**src/rtl/pulse_generator.sv**
```systemverilog
// Trigger-to-pulse generator: each accepted trigger strobe yields one pulse
// of programmable delay and width, with abort and drop reporting.
module pulse_generator #(
    parameter int       DELAY_W    = 16,
    parameter int       WIDTH_W    = 16,
    parameter logic     IDLE_LEVEL = 1'b0
) (
    input  logic               i_clk,
    input  logic               i_rst,
    input  logic               i_trig,
    input  logic [DELAY_W-1:0] i_delay,
    input  logic [WIDTH_W-1:0] i_width,
    input  logic               i_abort,
    output logic               o_out,
    output logic               o_busy,
    output logic               o_done,
    output logic               o_drop
);

    localparam int CNT_W = (DELAY_W > WIDTH_W) ? DELAY_W : WIDTH_W;

    typedef enum logic [1:0] {
        S_IDLE,
        S_DELAY,
        S_ACTIVE
    } state_t;

    state_t             state;
    logic [CNT_W-1:0]   cnt;
    logic [WIDTH_W-1:0] width_q;

    // Outputs are assigned alongside the state they decode from, so they stay registered.
    always_ff @(posedge i_clk) begin
        if (i_rst) begin
            state   <= S_IDLE;
            cnt     <= '0;
            width_q <= '0;
            o_out   <= IDLE_LEVEL;
            o_busy  <= 1'b0;
            o_done  <= 1'b0;
            o_drop  <= 1'b0;
        end else begin
            o_done <= 1'b0;
            o_drop <= 1'b0;
            case (state)
                S_IDLE: begin
                    if (i_trig) begin
                        if ((i_width != '0) && !i_abort) begin
                            width_q <= i_width;
                            o_busy  <= 1'b1;
                            if (i_delay == '0) begin
                                state <= S_ACTIVE;
                                cnt   <= CNT_W'(i_width) - CNT_W'(1);
                                o_out <= ~IDLE_LEVEL;
                            end else begin
                                state <= S_DELAY;
                                cnt   <= CNT_W'(i_delay) - CNT_W'(1);
                            end
                        end else begin
                            o_drop <= 1'b1;
                        end
                    end
                end
                S_DELAY: begin
                    if (i_trig) begin
                        o_drop <= 1'b1;
                    end
                    if (i_abort) begin
                        state  <= S_IDLE;
                        o_busy <= 1'b0;
                        o_out  <= IDLE_LEVEL;
                    end else if (cnt == '0) begin
                        state <= S_ACTIVE;
                        cnt   <= CNT_W'(width_q) - CNT_W'(1);
                        o_out <= ~IDLE_LEVEL;
                    end else begin
                        cnt <= cnt - CNT_W'(1);
                    end
                end
                S_ACTIVE: begin
                    if (i_trig) begin
                        o_drop <= 1'b1;
                    end
                    // An abort ends the pulse silently; only a natural end reports done.
                    if (i_abort) begin
                        state  <= S_IDLE;
                        o_busy <= 1'b0;
                        o_out  <= IDLE_LEVEL;
                    end else if (cnt == '0) begin
                        state  <= S_IDLE;
                        o_busy <= 1'b0;
                        o_out  <= IDLE_LEVEL;
                        o_done <= 1'b1;
                    end else begin
                        cnt <= cnt - CNT_W'(1);
                    end
                end
                default: begin
                    state  <= S_IDLE;
                    o_busy <= 1'b0;
                    o_out  <= IDLE_LEVEL;
                end
            endcase
        end
    end

endmodule

```
**config.mk**
```make
export PLATFORM = sky130hd
export DESIGN_NAME = pulse_generator
export DESIGN_NICKNAME = d
export VERILOG_FILES = /design/src/rtl/pulse_generator.sv
export SDC_FILE = /design/constraint.sdc
export NUM_CORES = 1
export LEC_CHECK = 0
export CORE_UTILIZATION = 35
export DETAILED_ROUTE_END_ITERATION = 10
export GPL_TIMING_DRIVEN = 0
export PLACE_DENSITY = 0.53
export SYNTH_ARGS = -nofsm -noshare
export SYNTH_HDL_FRONTEND = slang
export SYNTH_SLANG_ARGS = --single-unit
```
**constraint.sdc**
```tcl
create_clock -name i_clk -period 6.45 [get_ports i_clk]
set_clock_uncertainty 0.1 [all_clocks]
set_input_delay 0.9675 -clock i_clk [delete_from_list [all_inputs] [get_ports i_clk]]
set_output_delay 0.9675 -clock i_clk [all_outputs]
set_load 0.01 [all_outputs]
```
# == Yosys cells after proc, flatten, opt, wreduce, memory -nomap -nowiden ==
# Cells that the tools add are included.
# word_totals
ff_bits,38
input_bits,36
out_inout_bits,4
word_cells,70
# classes
addsub,4
n_eq_ne,11
n_mux,33
bitwise,1
n_reduce_logical,14
# op_table
op,n
two-way mux 16 bit,7
"subtractor 16 x 1 -> 16 bit, second input constant",4
case mux 16 bit (3 select lines),1
zero test 16 bit,2
nonzero test 16 bit,1
two-way mux 1 bit,14
two-way mux 2 bit,7
"!= test 2 bit, second input constant",7
AND reduction 4 bit,2
"!= test 3 bit, second input constant",2
case mux 1 bit (3 select lines),2
case mux 2 bit (3 select lines),1
AND reduction 6 bit,1
AND reduction 5 bit,1
AND reduction 3 bit,1
nonzero test 3 bit,1
OR reduction 3 bit,1
"== test 2 x 1 -> 1 bit, second input constant",1
"== test 2 bit, second input constant",1
zero test 2 bit,1
case mux 1 bit (2 select lines),1
OR reduction 2 bit,1
logical AND 1 bit,1
zero test 1 bit,1
NOT 1 bit,1

# == Depth between registers and ports, before layout ==
# Gate-level depths: netlist of run 1.
# logic_depth
depth_word,5
ltp_mapped,13
ltp_nobuf,10

# == Worst setup path before layout of run 1 ==
# OpenSTA, ideal clock, no wires.
# synth_timing
path_kind,input-to-reg
start,input i_delay[8]
end,register cnt[14]
setup_time_ns,0.130
t_arrival_ns,3.753
required_ns,6.220
path_slack_ns,2.467
stages,13
path_buffers,3
path_cell_list,buf_6 or4_1 buf_4 nor4_4 buf_2 a21oi_1 ha_1 nand2_1 a211oi_2 nand3_1 mux2_1 a2111oi_0 o41ai_1
# synth_between
elab_chain_cells,5
word_cells_on_any_way,6
cone_classes,1 x add/sub; 4 x mux; 1 x reduce/logical
# synth_rtl
element,line,rtl
start: declaration,11,"input logic [DELAY_W-1:0] i_delay,"
subtractor 16 x 1 -> 16 bit / zero test 16 bit (equally long branches),"57, 51",
two-way mux 16 bit *,51,if (i_delay == '0) begin
two-way mux 16 bit *,48,if ((i_width != '0) && !i_abort) begin
two-way mux 16 bit *,47,if (i_trig) begin
case mux 16 bit (3 select lines) *,45,case (state)
end signal: assignment,53,cnt <= CNT_W'(i_width) - CNT_W'(1);
end signal: assignment,57,cnt <= CNT_W'(i_delay) - CNT_W'(1);
end signal: assignment,74,cnt <= CNT_W'(width_q) - CNT_W'(1);
end: declaration,29,logic [CNT_W-1:0] cnt;
# Mark *: on every way between the ends. The rest lies on a longest branch, timed or not. The select of a mux whose other input is x is not followed.
# A chain may end at the register's enable or synchronous reset.

# == Worst setup path in the final report of run 1 ==
# layout_timing
start,input i_delay[9]
end,register cnt[14]
# Same word-level chain as after synthesis.

==> results of run 1 <==
-- final cells by class --
cell class / count / area [um2] / share of cell area
multi-input cells: 331 / 2150 / 0.587
flip-flops and latches: 38 / 761 / 0.207
repair buffers: 37 / 370 / 0.101
well taps: 105 / 131 / 0.0358
plain buffers: 24 / 118 / 0.0321
clock buffers: 6 / 82.6 / 0.0225
inverters: 14 / 52.6 / 0.0143
-- worst register-to-register path, stage by stage, from the launching register on --
cell and delay [ns]:
dfxtp_1 0.40, inv_1 0.08, ha_1 0.20, nor4b_1 0.17, nand4_1 0.25, a21oi_1 0.14, a211oi_1 0.92, clkbuf_1 0.51
o211ai_1 0.22, a21oi_1 0.16
-- power breakdown --
part           switching (mW)  total, mW  internal [mW]
clock                  0.0870      0.170         0.0826
combinational           0.607       1.01          0.399
sequential             0.0760      0.380          0.304
-- placed cells by master, fill, tap and decap left out, types with 3 or more instances in the layout --
cell and count:
nand4_1 4, nand2b_1 4, dfxtp_1 38, a211o_1 3, clkbuf_1 16, o22ai_1 4, clkbuf_8 6, xor2_1 6
o211ai_1 6, nand3_1 6, o221ai_1 6, ha_1 8, nor3_1 25, xnor2_1 22, mux2i_1 16, or3_1 5
nor4b_1 3, nand2_1 28, a211oi_1 9, nand3b_1 3, nor4_1 18, a21oi_1 27, buf_2 4, clkdlybuf4s50_1 37
nor2_1 58, o21ai_0 11, a221oi_1 3, inv_1 14, nor3b_1 3, or4_1 10, a31oi_1 8
-- layer usage --
layer / vias to the layer above / GRT usage / wire length [um]
met5: - / 0 / 0
met4: 0 / 0.0609 / 130
met3: 8 / 0.0221 / 488
met2: 106 / 0.354 / 4280
met1: 1476 / 0.316 / 4660
li1: 1606 / - / -
-- path summary, 6_finish.rpt --
check / start / endpoint / cells past startpoint
worst max-delay path: i_delay[9] / cnt[14] / 13
worst min register to register: o_busy / o_busy / 2
worst max register to register: cnt[0] / cnt[13] / 9
worst min-delay path: o_busy / o_busy / 2
-- registers in the layout, indices dropped and copies added (netlist names) --
| name | flops |
|---|---|
| cnt | 16 |
| o_busy | 1 |
| o_done | 1 |
| o_drop | 1 |
| o_out | 1 |
| state | 2 |
| width_q | 16 |
-- kinds of logic after synthesis --
kind of cell / share of synthesized area
xor+xnor: 0.0795
compound gates: 0.219
mux: 0.0592
buf+inv: 0.0552
flops: 0.247
fa+ha+maj: 0.0325
simple gates: 0.308
==> results.cfg, run 1 <==
[synth]
synth.avg_cell_area_um2 = 7.58
async_flop_share = 0
ys_top_cells_by_count = nor2_1, dfxtp_1, nand2_1, a21oi_1, nor3_1
synth_seq_cells = 38
synth_cells = 407
ys_top_cells_by_area = dfxtp_1, nor2_1, xnor2_1
ys.flop_type = dfxtp_1
synth.largest_area_cell = dfxtp_1
synthMostInstantiatedCell = nor2_1
seq_area_frac_synth = 0.247
yosysUniqueCellTypes = 60
syn-num-nets = 451
yosysWarnings = 0
synth_area_mm2 = 0.00308
synth_edf_count = 0
yosysTopAreaCellShare = 0.247

[timing]
setup-tns-final_ns = 0
worst_pin_slew_ns = 1.11
setup_viol = 0
slew_violations = 0
rsz0062_at_grt = false
worst_hold_slack_ns = 0.380
relSlewSlack = 0.256
setup_ws_ns = 1.53
period_minus_slack_ns = 4.92
maxClockFrequency_mhz = 203
hold_viol_final = 0
period_share = 0.763

[drt]
vias = 3196
firstDrtPassIters = 5
drt_wl_total_um = 9560
routedWlPerCell_um = 17.2
drc = 0
ant_nets = 0
drt_iter0_markers = 202
vias_per_cell = 5.76

[setup_path]
crit_buf_inv = 3
rrSetupSlack_ns = 3.24
slowest_delay_ns = 0.73
critPathLaunchType = input pin
crit_path_end_kind = register
crit_family = simple AND/OR/NAND/NOR gates
critPathMaxFanout = 10
worstPathArrival_ns = 4.99
required_ns = 6.52
cp_slowest_cell = a2111oi_0
path_cells = clkdlybuf4s50_1, or4_1, buf_4, nor4_4, buf_2, a21oi_1, ha_1, nand2_1, a211oi_2, nand3_1, mux2_1, a2111oi_0, o41ai_1
path_class = input pin to register

[final_layout]
drive_gt1_frac = 0.0578
nNetsFinal = 495
n_antenna_cell = 0
utilization = 0.438
final_area_mm2 = 0.00367
area_growth_syn_to_layout_pct = 18.9
final_cells = 555
fillers = 899

[floorplan]
die_h_um = 95.9
die_w_um = 95.9
core_area_mm2 = 0.00838
std_cell_rows = 33
start_util = 0.368
pin_count = 40
die-area_mm2 = 0.00919

[flow_run]
drv_cap = 0

[clocking]
clockBufferDepth = 2
holdBufCountCts = 0
clk_pin_slew_ns = 0.08
cts_inserted_buffers = 5
htree_levels = 2
cts.sinks = 38
cts_tree = done
cts_setup_buffers = 0
clk_latency_ns = 0.30
cts-root-buf = clkbuf_8
cts_resized = 0

[grt]
grt_pass1_vias = 2902
grt_pass1_wl_um = 15500
overflow = 0
antenna_found_initial = 0
grt_max_degree = 11
grtUsageTotal = 0.222

[worst_hold_path]
hold_class = register to register

[power]
powerDensity_mw_per_mm2 = 424
p_leak_nw = 1.33
finalPower_mw = 1.56
vdd_ir_drop_max_uv = 140

[place]
dp_hpwl_um = 7590
pre_cts_ws_ns = 1.25
place.gp.congestion = 0.843
io_buffer_count = 37
place_inst = 549
post_dp_cell_area_mm2 = 0.00359

[run_status]
status = complete, no violations
No activity file was read; power rests on OpenSTA's default activity.
==> run 2: changes to the inputs <==
clock period = 5.06 ns   (was 6.45 ns; I/O delays follow)
==> results of run 2 <==
Same layout as run 1 (identical final DEF). Status: complete, no violations.
Main changes from that run: setup slack after placement 1.25 ns -> 0.0662 ns; setup slack after layout 1.53 ns -> 0.344 ns; register-to-register setup slack 3.24 ns -> 1.85 ns; total power 1.56 mW -> 1.98 mW; worst IR drop on VDD 140 uV -> 179 uV
==> run 3: changes to the inputs <==
GPL_TIMING_DRIVEN = default   (was 0)
clock period = 5.3 ns   (was 5.06 ns; I/O delays follow)
==> run 3 against run 2 <==
Net effect: sequential cell count stayed put; register-to-register slack better by 0.43 ns; combinational power is 8% lower; power is 7.3% lower; sequential share of layout area is 0.40 points higher; highest routed layer unchanged.
==> results.cfg, run 3 (synthesis results as in run 1) <==
[worst_hold_path]
hp-start = o_out
worstHoldEndpoint = o_out
whs_path_depth = 2
hold_class = register to register

[drt]
drc = 0
vias_per_cell = 5.76
firstDrtPassIters = 5
drt_wl_total_um = 9130
vias = 3097
drt_iter0_markers = 172
routedWlPerCell_um = 17.0
ant_nets = 0

[place]
io_buffer_count = 39
dp_hpwl_um = 7110
place.gp.congestion = 0.851

[power]
power.share.clock = 0.103
p_leak_nw = 1.30
vdd_ir_drop_max_uv = 246
p_sw_frac = 0.487
powerDensity_mw_per_mm2 = 511
p_comb_frac = 0.642
cell_internal_pwr_mw = 0.943
power_switching_mw = 0.894
seq_power_share = 0.254

[clocking]
cts-root-buf = clkbuf_8
cts_tree = done
cts_resized = 0
htree_levels = 2
clk_latency_ns = 0.28
cts_inserted_buffers = 5
clk_pin_slew_ns = 0.07
clockBufferDepth = 2
cts.sinks = 38
holdBufCountCts = 0
cts_setup_buffers = 0

[floorplan]
core_area_mm2 = 0.00838
start_util = 0.368
die_w_um = 95.9
die-area_mm2 = 0.00919
pin_count = 40
std_cell_rows = 33
die_h_um = 95.9

[timing]
period_minus_slack_ns = 4.09
period_share = 0.772
worst_pin_slew_ns = 1.12
setup_viol = 0
relSlewSlack = 0.257
worst_hold_slack_ns = 0.384
hold_viol_final = 0
maxClockFrequency_mhz = 245
slew_violations = 0
setup-tns-final_ns = 0
rsz0062_at_grt = false

[final_layout]
final_cell_mix = nor2_1, clkdlybuf4s50_1, dfxtp_1
area_growth_syn_to_layout_pct = 16.7
layout_commonest_cell = nor2_1
nNetsFinal = 477
top_regs = cnt x16, width_q x16, state x2
drive_gt1_frac = 0.0508
n_antenna_cell = 0

[setup_path]
crit_path_end_kind = register
timing.rr.end = cnt[7]
timing.rr.start = cnt[0]
critPathLaunchType = input pin
path_class = input pin to register
required_ns = 5.34
rrSetupSlack_ns = 2.28
worstPathArrival_ns = 4.13
reg2reg_depth = 8
critPathMaxFanout = 8

[grt]
grt_pass1_vias = 2830
grt_max_degree = 35
overflow = 0
grtUsageTotal = 0.211
antenna_found_initial = 0
grt_pass1_wl_um = 15000

[flow_run]
drv_cap = 0

[run_status]
status = complete, no violations
-- run 3: changes by cell type in the layout (fill, tap and decap cells not counted) --
cell	before	now
buf_4	2	4
clkbuf_8	6	5
clkdlybuf4s50_1	37	39
a211oi_2	1	2
a211oi_1	9	8
buf_2	4	0
clkbuf_1	16	2
buf_6	2	0
-- run 3: area by class of cell --
cell class	instances	area, um2
Fill cell	903	4780
Tap cell	105	131
Sequential cell	38	761
Multi-Input combinational cell	331	2160
Inverter	14	52.6
Timing Repair Buffer	43	420
Clock buffer	7	76.3
-- run 3: stage by stage --
step           utilization  worst slack [ns]  std cells  cell area [um2]  power [mW]
2_1_floorplan            -              1.49        407             3080        1.33
4_1_cts              0.429              1.21        538             3600        1.85
3_5_place_dp         0.420             0.912        531             3520        1.65
3_3_place_gp         0.420              1.03        531             3520        1.64
5_1_grt              0.429             0.915        538             3600        2.01
6_report             0.429              1.21        538             3600        1.84
-- run 3: worst max-delay path by stage --
| stage | start | endpoint | slack, ns |
|---|---|---|---|
| finish | i_delay[8] | cnt[14] | 1.21 |
| global route | i_delay[8] | cnt[14] | 0.91 |
| CTS | i_delay[8] | cnt[14] | 1.21 |
| detailed placement | i_delay[8] | cnt[14] | 0.91 |
| global placement | i_delay[8] | cnt[14] | 1.03 |
| floorplan | i_delay[8] | cnt[14] | 1.49 |
-- run 3: worst max-delay path, cell delays in order --
cell             delay (ns)
clkdlybuf4s50_1        0.53
or4_1                  0.75
nor4_4                 0.39
a21oi_1                0.15
ha_1                   0.24
nand2_1                0.15
a211oi_2               0.11
nand3_1                0.14
mux2_1                 0.32
a2111oi_0              0.43
o41ai_1                0.12
-- run 3: layer usage --
layer	GRT usage	share of wire	vias to the layer above
met3	0.0158	0.039	7
met4	0.0448	0.0098	0
met2	0.335	0.44	89
met5	0	0	-
met1	0.312	0.51	1428
li1	-	-	1573
-- run 3: power groups by stage --
stage	clock network [mW]	registers [mW]	logic [mW]
6_report	0.190	0.468	1.18
5_1_grt	0.209	0.483	1.32
2_1_floorplan	0	0.447	0.883
3_5_place_dp	0	0.474	1.17
3_3_place_gp	0	0.472	1.17
4_1_cts	0.197	0.467	1.18
